==> src/rtl/cgra_config_master_pkg.sv <==
// Shared types and constants for the CGRA configuration master.
package cgra_config_pkg;

    localparam int CFG_ADDR_W = 32;
    localparam int CFG_DATA_W = 32;

    localparam logic       OP_WRITE  = 1'b0;
    localparam logic       OP_READ   = 1'b1;
    localparam logic [3:0] COL_BCAST = 4'hF;

    typedef enum logic [2:0] {
        IDLE,
        WRITE,
        READ,
        WAIT_RD,
        RSP
    } state_t;

endpackage

==> src/rtl/cgra_config_master_if.sv <==
// Request/response handshake bus between a requester and the config master.
interface cgra_config_master_if;
    import cgra_config_pkg::*;

    logic                  in_valid;
    logic                  in_ready;
    logic                  in_op;
    logic [3:0]            in_col;
    logic [CFG_ADDR_W-1:0] in_addr;
    logic [CFG_DATA_W-1:0] in_data;
    logic                  rsp_valid;
    logic                  rsp_ready;
    logic [CFG_DATA_W-1:0] rsp_data;

    modport master (
        output in_valid, in_op, in_col, in_addr, in_data, rsp_ready,
        input  in_ready, rsp_valid, rsp_data
    );

    modport slave (
        input  in_valid, in_op, in_col, in_addr, in_data, rsp_ready,
        output in_ready, rsp_valid, rsp_data
    );
endinterface

==> src/rtl/cgra_config_master.sv <==
// Issues per-column config read/write strobes to a CGRA interconnect and
// returns read-back data over a valid/ready response channel.
module cgra_config_master
    import cgra_config_pkg::*;
#(
    parameter int NUM_COLS = 12,
    parameter int RD_LAT   = 1
) (
    input  logic                           clk,
    input  logic                           reset,
    cgra_config_master_if.slave            bus,
    output logic [NUM_COLS*CFG_ADDR_W-1:0] config_addr,
    output logic [NUM_COLS*CFG_DATA_W-1:0] config_data,
    output logic [NUM_COLS-1:0]            config_read,
    output logic [NUM_COLS-1:0]            config_write,
    input  logic [CFG_DATA_W-1:0]          read_config_data,
    input  logic [NUM_COLS-1:0]            stall_in,
    output logic [NUM_COLS-1:0]            stall,
    output logic                           busy,
    output logic                           err,
    input  logic                           err_clr
);

    state_t                r_state;
    state_t                w_state_nxt;
    logic [CFG_ADDR_W-1:0] r_addr;
    logic [CFG_DATA_W-1:0] r_data;
    logic [3:0]            r_col;
    logic                  r_bcast;
    logic [2:0]            r_cnt;
    logic [CFG_DATA_W-1:0] r_rsp_data;
    logic                  r_err;

    logic w_accept;
    logic w_legal_col;
    logic w_bcast;
    logic w_illegal;
    logic w_capture;

    assign w_legal_col = int'(bus.in_col) < NUM_COLS;
    assign w_bcast     = bus.in_col == COL_BCAST;
    // Broadcast is only meaningful for writes; a broadcast read has no single source.
    assign w_illegal   = !(w_legal_col || (w_bcast && bus.in_op == OP_WRITE));
    assign w_accept    = bus.in_valid && bus.in_ready;
    assign w_capture   = (r_state == WAIT_RD) && (r_cnt == 3'(RD_LAT));

    always_ff @(posedge clk) begin
        if (!reset) r_state <= IDLE;
        else        r_state <= w_state_nxt;
    end

    always_comb begin
        w_state_nxt   = r_state;
        bus.in_ready  = 1'b0;
        bus.rsp_valid = 1'b0;
        busy          = 1'b1;
        case (r_state)
            IDLE: begin
                busy         = 1'b0;
                bus.in_ready = reset;
                if (w_accept) begin
                    if (bus.in_op == OP_READ) w_state_nxt = w_illegal ? RSP : READ;
                    else                      w_state_nxt = w_illegal ? IDLE : WRITE;
                end
            end
            WRITE:   w_state_nxt = IDLE;
            READ:    w_state_nxt = WAIT_RD;
            WAIT_RD: if (w_capture) w_state_nxt = RSP;
            RSP: begin
                bus.rsp_valid = 1'b1;
                if (bus.rsp_ready) w_state_nxt = IDLE;
            end
            default: w_state_nxt = IDLE;
        endcase
    end

    always_ff @(posedge clk) begin
        if (!reset) begin
            r_addr     <= '0;
            r_data     <= '0;
            r_col      <= '0;
            r_bcast    <= 1'b0;
            r_cnt      <= '0;
            r_rsp_data <= '0;
            r_err      <= 1'b0;
        end else begin
            if (w_accept) begin
                r_addr  <= bus.in_addr;
                r_data  <= bus.in_data;
                r_col   <= bus.in_col;
                r_bcast <= w_bcast;
                if (w_illegal) r_rsp_data <= '0;
            end
            // Counter is 1 in the first WAIT_RD cycle, i.e. one cycle after the strobe.
            if (r_state == READ)                r_cnt <= 3'd1;
            else if (r_state == WAIT_RD && !w_capture) r_cnt <= r_cnt + 3'd1;
            else                                r_cnt <= '0;
            if (w_capture) r_rsp_data <= read_config_data;
            if (w_accept && w_illegal) r_err <= 1'b1;
            else if (err_clr)          r_err <= 1'b0;
        end
    end

    always_comb begin
        config_write = '0;
        config_read  = '0;
        for (int c = 0; c < NUM_COLS; c++) begin
            if (r_bcast || r_col == 4'(c)) begin
                config_write[c] = (r_state == WRITE);
                config_read[c]  = (r_state == READ);
            end
        end
    end

    assign config_addr  = {NUM_COLS{r_addr}};
    assign config_data  = {NUM_COLS{r_data}};
    assign stall        = stall_in | {NUM_COLS{busy}};
    assign err          = r_err;
    assign bus.rsp_data = r_rsp_data;

endmodule

==> src/flat_wrapper.sv <==
// flat-port wrapper written by rule: the top's interface ports become plain ports
module cgra_config_master_flat import cgra_config_pkg::*;
#(
    parameter int NUM_COLS = 12,
    parameter int RD_LAT   = 1
)
  (clk, reset, config_addr, config_data, config_read, config_write, read_config_data, stall_in, stall, busy, err, err_clr, bus_in_valid, bus_in_op, bus_in_col, bus_in_addr, bus_in_data, bus_rsp_ready, bus_in_ready, bus_rsp_valid, bus_rsp_data);
  cgra_config_master_if bus_i ();
  input  logic clk;
  input  logic reset;
  output logic [NUM_COLS*CFG_ADDR_W-1:0] config_addr;
  output logic [NUM_COLS*CFG_DATA_W-1:0] config_data;
  output logic [NUM_COLS-1:0] config_read;
  output logic [NUM_COLS-1:0] config_write;
  input  logic [CFG_DATA_W-1:0] read_config_data;
  input  logic [NUM_COLS-1:0] stall_in;
  output logic [NUM_COLS-1:0] stall;
  output logic busy;
  output logic err;
  input  logic err_clr;
  input wire logic [$bits(bus_i.in_valid)-1:0] bus_in_valid;
  input wire logic [$bits(bus_i.in_op)-1:0] bus_in_op;
  input wire logic [$bits(bus_i.in_col)-1:0] bus_in_col;
  input wire logic [$bits(bus_i.in_addr)-1:0] bus_in_addr;
  input wire logic [$bits(bus_i.in_data)-1:0] bus_in_data;
  input wire logic [$bits(bus_i.rsp_ready)-1:0] bus_rsp_ready;
  output wire logic [$bits(bus_i.in_ready)-1:0] bus_in_ready;
  output wire logic [$bits(bus_i.rsp_valid)-1:0] bus_rsp_valid;
  output wire logic [$bits(bus_i.rsp_data)-1:0] bus_rsp_data;
  assign bus_i.in_valid = bus_in_valid;
  assign bus_i.in_op = bus_in_op;
  assign bus_i.in_col = bus_in_col;
  assign bus_i.in_addr = bus_in_addr;
  assign bus_i.in_data = bus_in_data;
  assign bus_i.rsp_ready = bus_rsp_ready;
  assign bus_in_ready = bus_i.in_ready;
  assign bus_rsp_valid = bus_i.rsp_valid;
  assign bus_rsp_data = bus_i.rsp_data;
  cgra_config_master #(.NUM_COLS(NUM_COLS), .RD_LAT(RD_LAT)) u_core (.clk(clk), .reset(reset), .bus(bus_i), .config_addr(config_addr), .config_data(config_data), .config_read(config_read), .config_write(config_write), .read_config_data(read_config_data), .stall_in(stall_in), .stall(stall), .busy(busy), .err(err), .err_clr(err_clr));
endmodule
==> config.mk <==
export PLATFORM = sky130hd
export DESIGN_NAME = cgra_config_master_flat
export DESIGN_NICKNAME = d
export VERILOG_FILES = /design/src/rtl/cgra_config_master_pkg.sv /design/src/rtl/cgra_config_master_if.sv /design/src/rtl/cgra_config_master.sv /design/src/flat_wrapper.sv
export SDC_FILE = /design/constraint.sdc
export NUM_CORES = 1
export LEC_CHECK = 0
export ABC_AREA = 1
export BUFFER_PORTS_ARGS = -buffer_cell sky130_fd_sc_hd__buf_2
export CAP_MARGIN = 20
export CELL_PAD_IN_SITES_DETAIL_PLACEMENT = 0
export CELL_PAD_IN_SITES_GLOBAL_PLACEMENT = 1
export CORE_AREA = 2 2 377 379
export CTS_CLUSTER_DIAMETER = 100
export CTS_CLUSTER_SIZE = 14
export DETAILED_ROUTE_END_ITERATION = 10
export DIE_AREA = 0 0 379 381
export PLACE_DENSITY_LB_ADDON = 0.15
export REMOVE_ABC_BUFFERS = 1
export SKIP_CTS_REPAIR_TIMING = 1
export SYNTH_ARGS = -nofsm -noshare
export SYNTH_HDL_FRONTEND = slang
export SYNTH_SLANG_ARGS = --single-unit
==> constraint.sdc <==
create_clock -name clk -period 3 [get_ports clk]
set_input_delay 0.6 -clock clk [delete_from_list [all_inputs] [get_ports clk]]
set_output_delay 0.6 -clock clk [all_outputs]
set_load 0.05 [all_outputs]
=== After elaboration in Yosys (flattened, before gate mapping) ===
Cells that the tools add are included.

* Word-level logic and storage cells: 104
* Output and inout bits: 840
* Bits in registers: 108
* Input port bits: 118

* Mux-type cells: 41
* $lt $le $gt $ge: 1
* Equal/unequal tests: 21
* Reductions and logical operators: 27
* $add $sub $neg: 1
* Bitwise operators: 4

{| class="wikitable"
|+ Operator list
! kind !! count
|-
| two-way mux 32 bit || 3
|-
| two-way mux 1 bit || 32
|-
| equality test 4 bit (second input constant) || 5
|-
| equality test 4 x 3 -> 1 bit (second input constant) || 4
|-
| two-way mux 3 bit || 5
|-
| logical OR 1 bit || 13
|-
| OR 12 bit || 1
|-
| case mux 3 bit (4 select lines) || 1
|-
| equality test 4 x 2 -> 1 bit (second input constant) || 2
|-
| equality test 3 x 1 -> 1 bit (second input constant) || 2
|-
| equality test 3 x 2 -> 1 bit (second input constant) || 2
|-
| inequality test 2 x 1 -> 1 bit (second input constant) || 3
|-
| logical AND 1 bit || 5
|-
| equality test 4 x 1 -> 1 bit (second input constant) || 1
|-
| zero test 4 bit || 1
|-
| less-than comparator 4 bit (second input constant) || 1
|-
| nonzero test 2 bit || 2
|-
| adder 3 x 1 -> 3 bit (second input constant) || 1
|-
| equality test 3 bit (second input constant) || 1
|-
| zero test 3 bit || 1
|-
| NOT 1 bit || 3
|-
| AND reduction 3 bit || 1
|-
| OR reduction 3 bit || 1
|-
| zero test 1 bit || 2
|-
| 2 further kinds || 2
|}

=== Logic depth before layout (Yosys ltp) ===
* Word-level depth: 7
* Depth in mapped cells: 10
* Mapped depth without buffers: 9

=== Least setup slack after synthesis ===
No wires, ideal clock.

* Path type: register to output
* From: reg u_core.r_state[0]
* To: out bus_in_ready
* Arrival time: 1.755 ns
* Buffers on the path: 1
* Setup slack: 0.645 ns
* Stages on the path, launching flop included: 5
* Required time: 2.400 ns
* Path through: dfxtp_1 nor2_4 nand2_1 clkbuf_1 nor2_1

* Cells in the longest elaborated chain, start to end: 2

{| class="wikitable"
|+ RTL lines
! element !! RTL line !! text
|-
| start: declaration || cgra_config_master.sv:24 || <nowiki>state_t r_state;</nowiki>
|-
| start signal: assignment || cgra_config_master.sv:49 || <nowiki>else r_state <= w_state_nxt;</nowiki>
|-
| zero test 3 bit || cgra_config_master.sv:57 || <nowiki>case (r_state)</nowiki>
|-
| two-way mux 1 bit || cgra_config_master.sv:57 ||
|-
| end: declaration || flat_wrapper.sv:27 || <nowiki>output wire logic [$bits(bus_i.in_ready)-1:0] bus_in_ready;</nowiki>
|}

Every way passes these cells.

=== Worst setup path in the final report ===
* From: reg u_core.r_state[0]
* To: out stall[9]

* Cells in the longest elaborated chain, start to end: 3

{| class="wikitable"
|+ RTL lines
! element !! RTL line !! text
|-
| zero test 3 bit || cgra_config_master.sv:57 ||
|-
| two-way mux 1 bit || cgra_config_master.sv:57 ||
|-
| OR 12 bit || cgra_config_master.sv:117 || <nowiki>assign stall = stall_in | {NUM_COLS{busy}};</nowiki>
|-
| end: declaration || flat_wrapper.sv:17 || <nowiki>output logic [NUM_COLS-1:0] stall;</nowiki>
|}

Every way passes these cells.

==> impl_metrics.toml <==
[setup_path]
crit_chain = "nor2_4 > nand2_1 > buf_4 > or2_1 > buf_2"
critPathLaunchType = "register"
crit_family = "simple AND/OR/NAND/NOR gates"
cp_max_fo = 9
r2r-start = "u_core.r_cnt[1]"
cp.buffers_inverters = 2
crit_arrival_ns = 2.04
crit_path_top_delay_cell = "dfxtp_1"
reg2reg_depth = 8
ff2ff_setup_slack_ns = 1.22
cp.required_ns = 2.40
endpoint_kind = "output port"
path_class = "reg -> out"
critPathMaxStageDelay_ns = 0.38
r2r-end = "u_core.bus.rsp_data[0]"

[clock_network]
htree_num_levels = 3
cts_buffers = 9
clkSlewWorstSetupHoldPaths_ns = 0.10
clockBufferDepth = 2
clockRootBuffer = "clkbuf_16"
insertion_delay_ns = 0.45
cts_tree = "done"
clock-sinks = 108

[power]
vdd_drop_max_mv = 0.351
power_density_nw_per_um2 = 705
p_total_mw = 8.24
p_leak_nw = 6.74

[detailed_routing]
wl_mm = 48.4
drtPass1Iterations = 4
wire_per_inst_um = 14.2
vias = 7851
drc = 0
wl_met1_mm = 16.9
antenna_left = 0
top_layer = "met5"
dr_wl_met2_mm = 27.2
vias_per_cell = 2.30
wl_met3_mm = 3.39
drtIter0Drc = 212

[die]
fp.dieW_um = 379
ios = 958
core_um2 = 141000
die_h_um = 381
dieArea_um2 = 144000
rows = 138
floorplan.initialDensity_pct = 6.78

[hold_path]
hold_end = "u_core.r_data[21]"
whs_path_depth = 3
hp-class = "in -> reg"
holdCritStartpoint = "bus_in_data[21]"

[logic_synthesis]
yosys.cell_count.top_type = "buf_4"
synth_top_family_by_area = "buffers and inverters"
synth-compound-area-share_pct = 3.80
yosysTopAreaCell = "buf_4"
synth_ff_type = "dfxtp_1"
synth_edf_count = 0
synthDistinctLibCells = 27
synthTopCellsByCount = "buf_4, nand2_1, dfxtp_1"
syn-cell-area_um2 = 9520
synthCells = 1264
synth_xor_area_share_pct = 0.0920
syn_area_per_cell_um2 = 7.53
synth_fa_ha_area_share_pct = 0.263
yosysSeqAreaShare_pct = 22.7
muxShareOfSynthArea_pct = 0
synth_top_area_share_pct = 55.6
ys_async_sr_fraction_pct = 0
ys_warn_count = 0
synth_area_leaders = "buf_4, dfxtp_1, nand2_1, nand3_1, a21oi_1"
synthSimpleGateAreaFrac_pct = 14.8
yosys_register_bits = 108

[finish]
stdcell_count = 3408
finalNetCount = 1631
fin_util_pct = 8.31
final_layout_size_suffix_gt1_share_pct = 67.3
area_growth_pct = 22.7

[job]
timing.max_cap.violations = 0

[timing]
final.setup.tns_ns = 0
tightest_slew_ns = 0.848
fmax_mhz = 378
setup_viol = 0
relSlewSlack_pct = 43.4
fin_crit_ns = 2.64
finalCritPeriodShare_pct = 88.1
hold_violations = 0
rsz0062_at_grt = "false"
fin_skew_ns = 0.00921
slew_violations = 0

[grt]
grt_max_degree = 75
antenna_found_initial = 9
grt_overflow = 0
grt_pass1_vias = 7037
grt_usage_pct = 6.33
grt_pass1_wl_mm = 61.4

[placement]
dp.cells = 3390
place_congestion = 0.682
io_buffer_count = 957
dp_hpwl_mm = 39.7

[outcome]
status = "completed"
==> worst min-delay path, stage by stage <==
cell     delay, ns
buf_2         0.08
nand2_1       0.04
nand2_1       0.05
==> power by group <==
| group | total [mW] | internal (mW) | switching (mW) |
|---|---|---|---|
| clock network | 1.46 | 0.612 | 0.845 |
| logic | 4.92 | 0.782 | 4.14 |
| registers | 1.87 | 1.52 | 0.343 |
| total | 8.24 | 2.92 | 5.32 |
==> state kept, by name, summed over array words and instances, names as in the netlist <==
signal	count
u_core.r_addr	32
u_core.r_cnt	3
u_core.err	1
u_core.r_state	3
u_core.r_col	4
u_core.r_bcast	1
u_core.r_data	32
u_core.bus.rsp_data	32
==> layer usage <==
layer  vias up  track usage (%)
met3        26             1.49
met4         4             2.37
met1      3602             6.12
met2       526             12.7
met5         -                0
li1       3693                -
==> cell usage in the layout, fill, tap and decap left out <==
cell type and instances:
dfxtp_2 1, clkbuf_8 1, or2_2 4, clkinv_2 2, nand3_1 69, o21ai_0 6
dfxtp_1 107, xnor2_1 1, nor3_1 1, o31ai_1 1, nor2_4 2, nand2_2 4
clkbuf_16 9, or2_1 8, diode_2 2, clkinv_8 1, inv_2 2, inv_1 14
o22ai_1 1, a21oi_2 12, nand2_1 207, o21bai_1 1, a21oi_1 41, nand4_4 1
buf_12 3, nand2_4 1, buf_2 956, inv_6 5, nor2_1 37, buf_4 16
ha_1 2
==> logic make-up after synthesis <==
group / after synthesis
buffers and inverters: 757
AND/OR/NAND/NOR: 334
flip-flops: 108
AO/OA/AOI/OAI: 62
adder cells (fa/ha/maj): 2
XOR/XNOR: 1
==> area by class of cell <==
class	count	area, µm²
fill	16700	129000
timing repair buffer	975	4960
tap	1890	2360
sequential	108	2160
multi-input combinational	399	1820
clock buffer	10	239
inverter	18	70.1
clock inverter	6	60.1
antenna	2	5.00
==> per-stage QoR <==
step	instance area [µm²]	worst slack [ns]	hold slack (ns)
after global routing	11700	0.164	0.286
final	11700	0.357	0.340
after global placement	11400	0.714	0.447
after detailed placement	11400	0.713	0.451
after CTS	11700	0.150	0.258
after floorplan	4040	-1.75	0.450
==> worst max-delay path by stage <==
stage / to / slack (ns) / from / cells past startpoint
finish: stall[9] / 0.36 / u_core.r_state[0] / 5
global route: stall[4] / 0.16 / u_core.r_state[0] / 5
CTS: stall[10] / 0.15 / u_core.r_state[0] / 5
detailed placement: stall[5] / 0.71 / u_core.r_state[0] / 5
global placement: stall[10] / 0.71 / u_core.r_state[0] / 5
floorplan: config_addr[0] / -1.75 / u_core.r_addr[0] / 0
(Power assumes the default switching activity.)
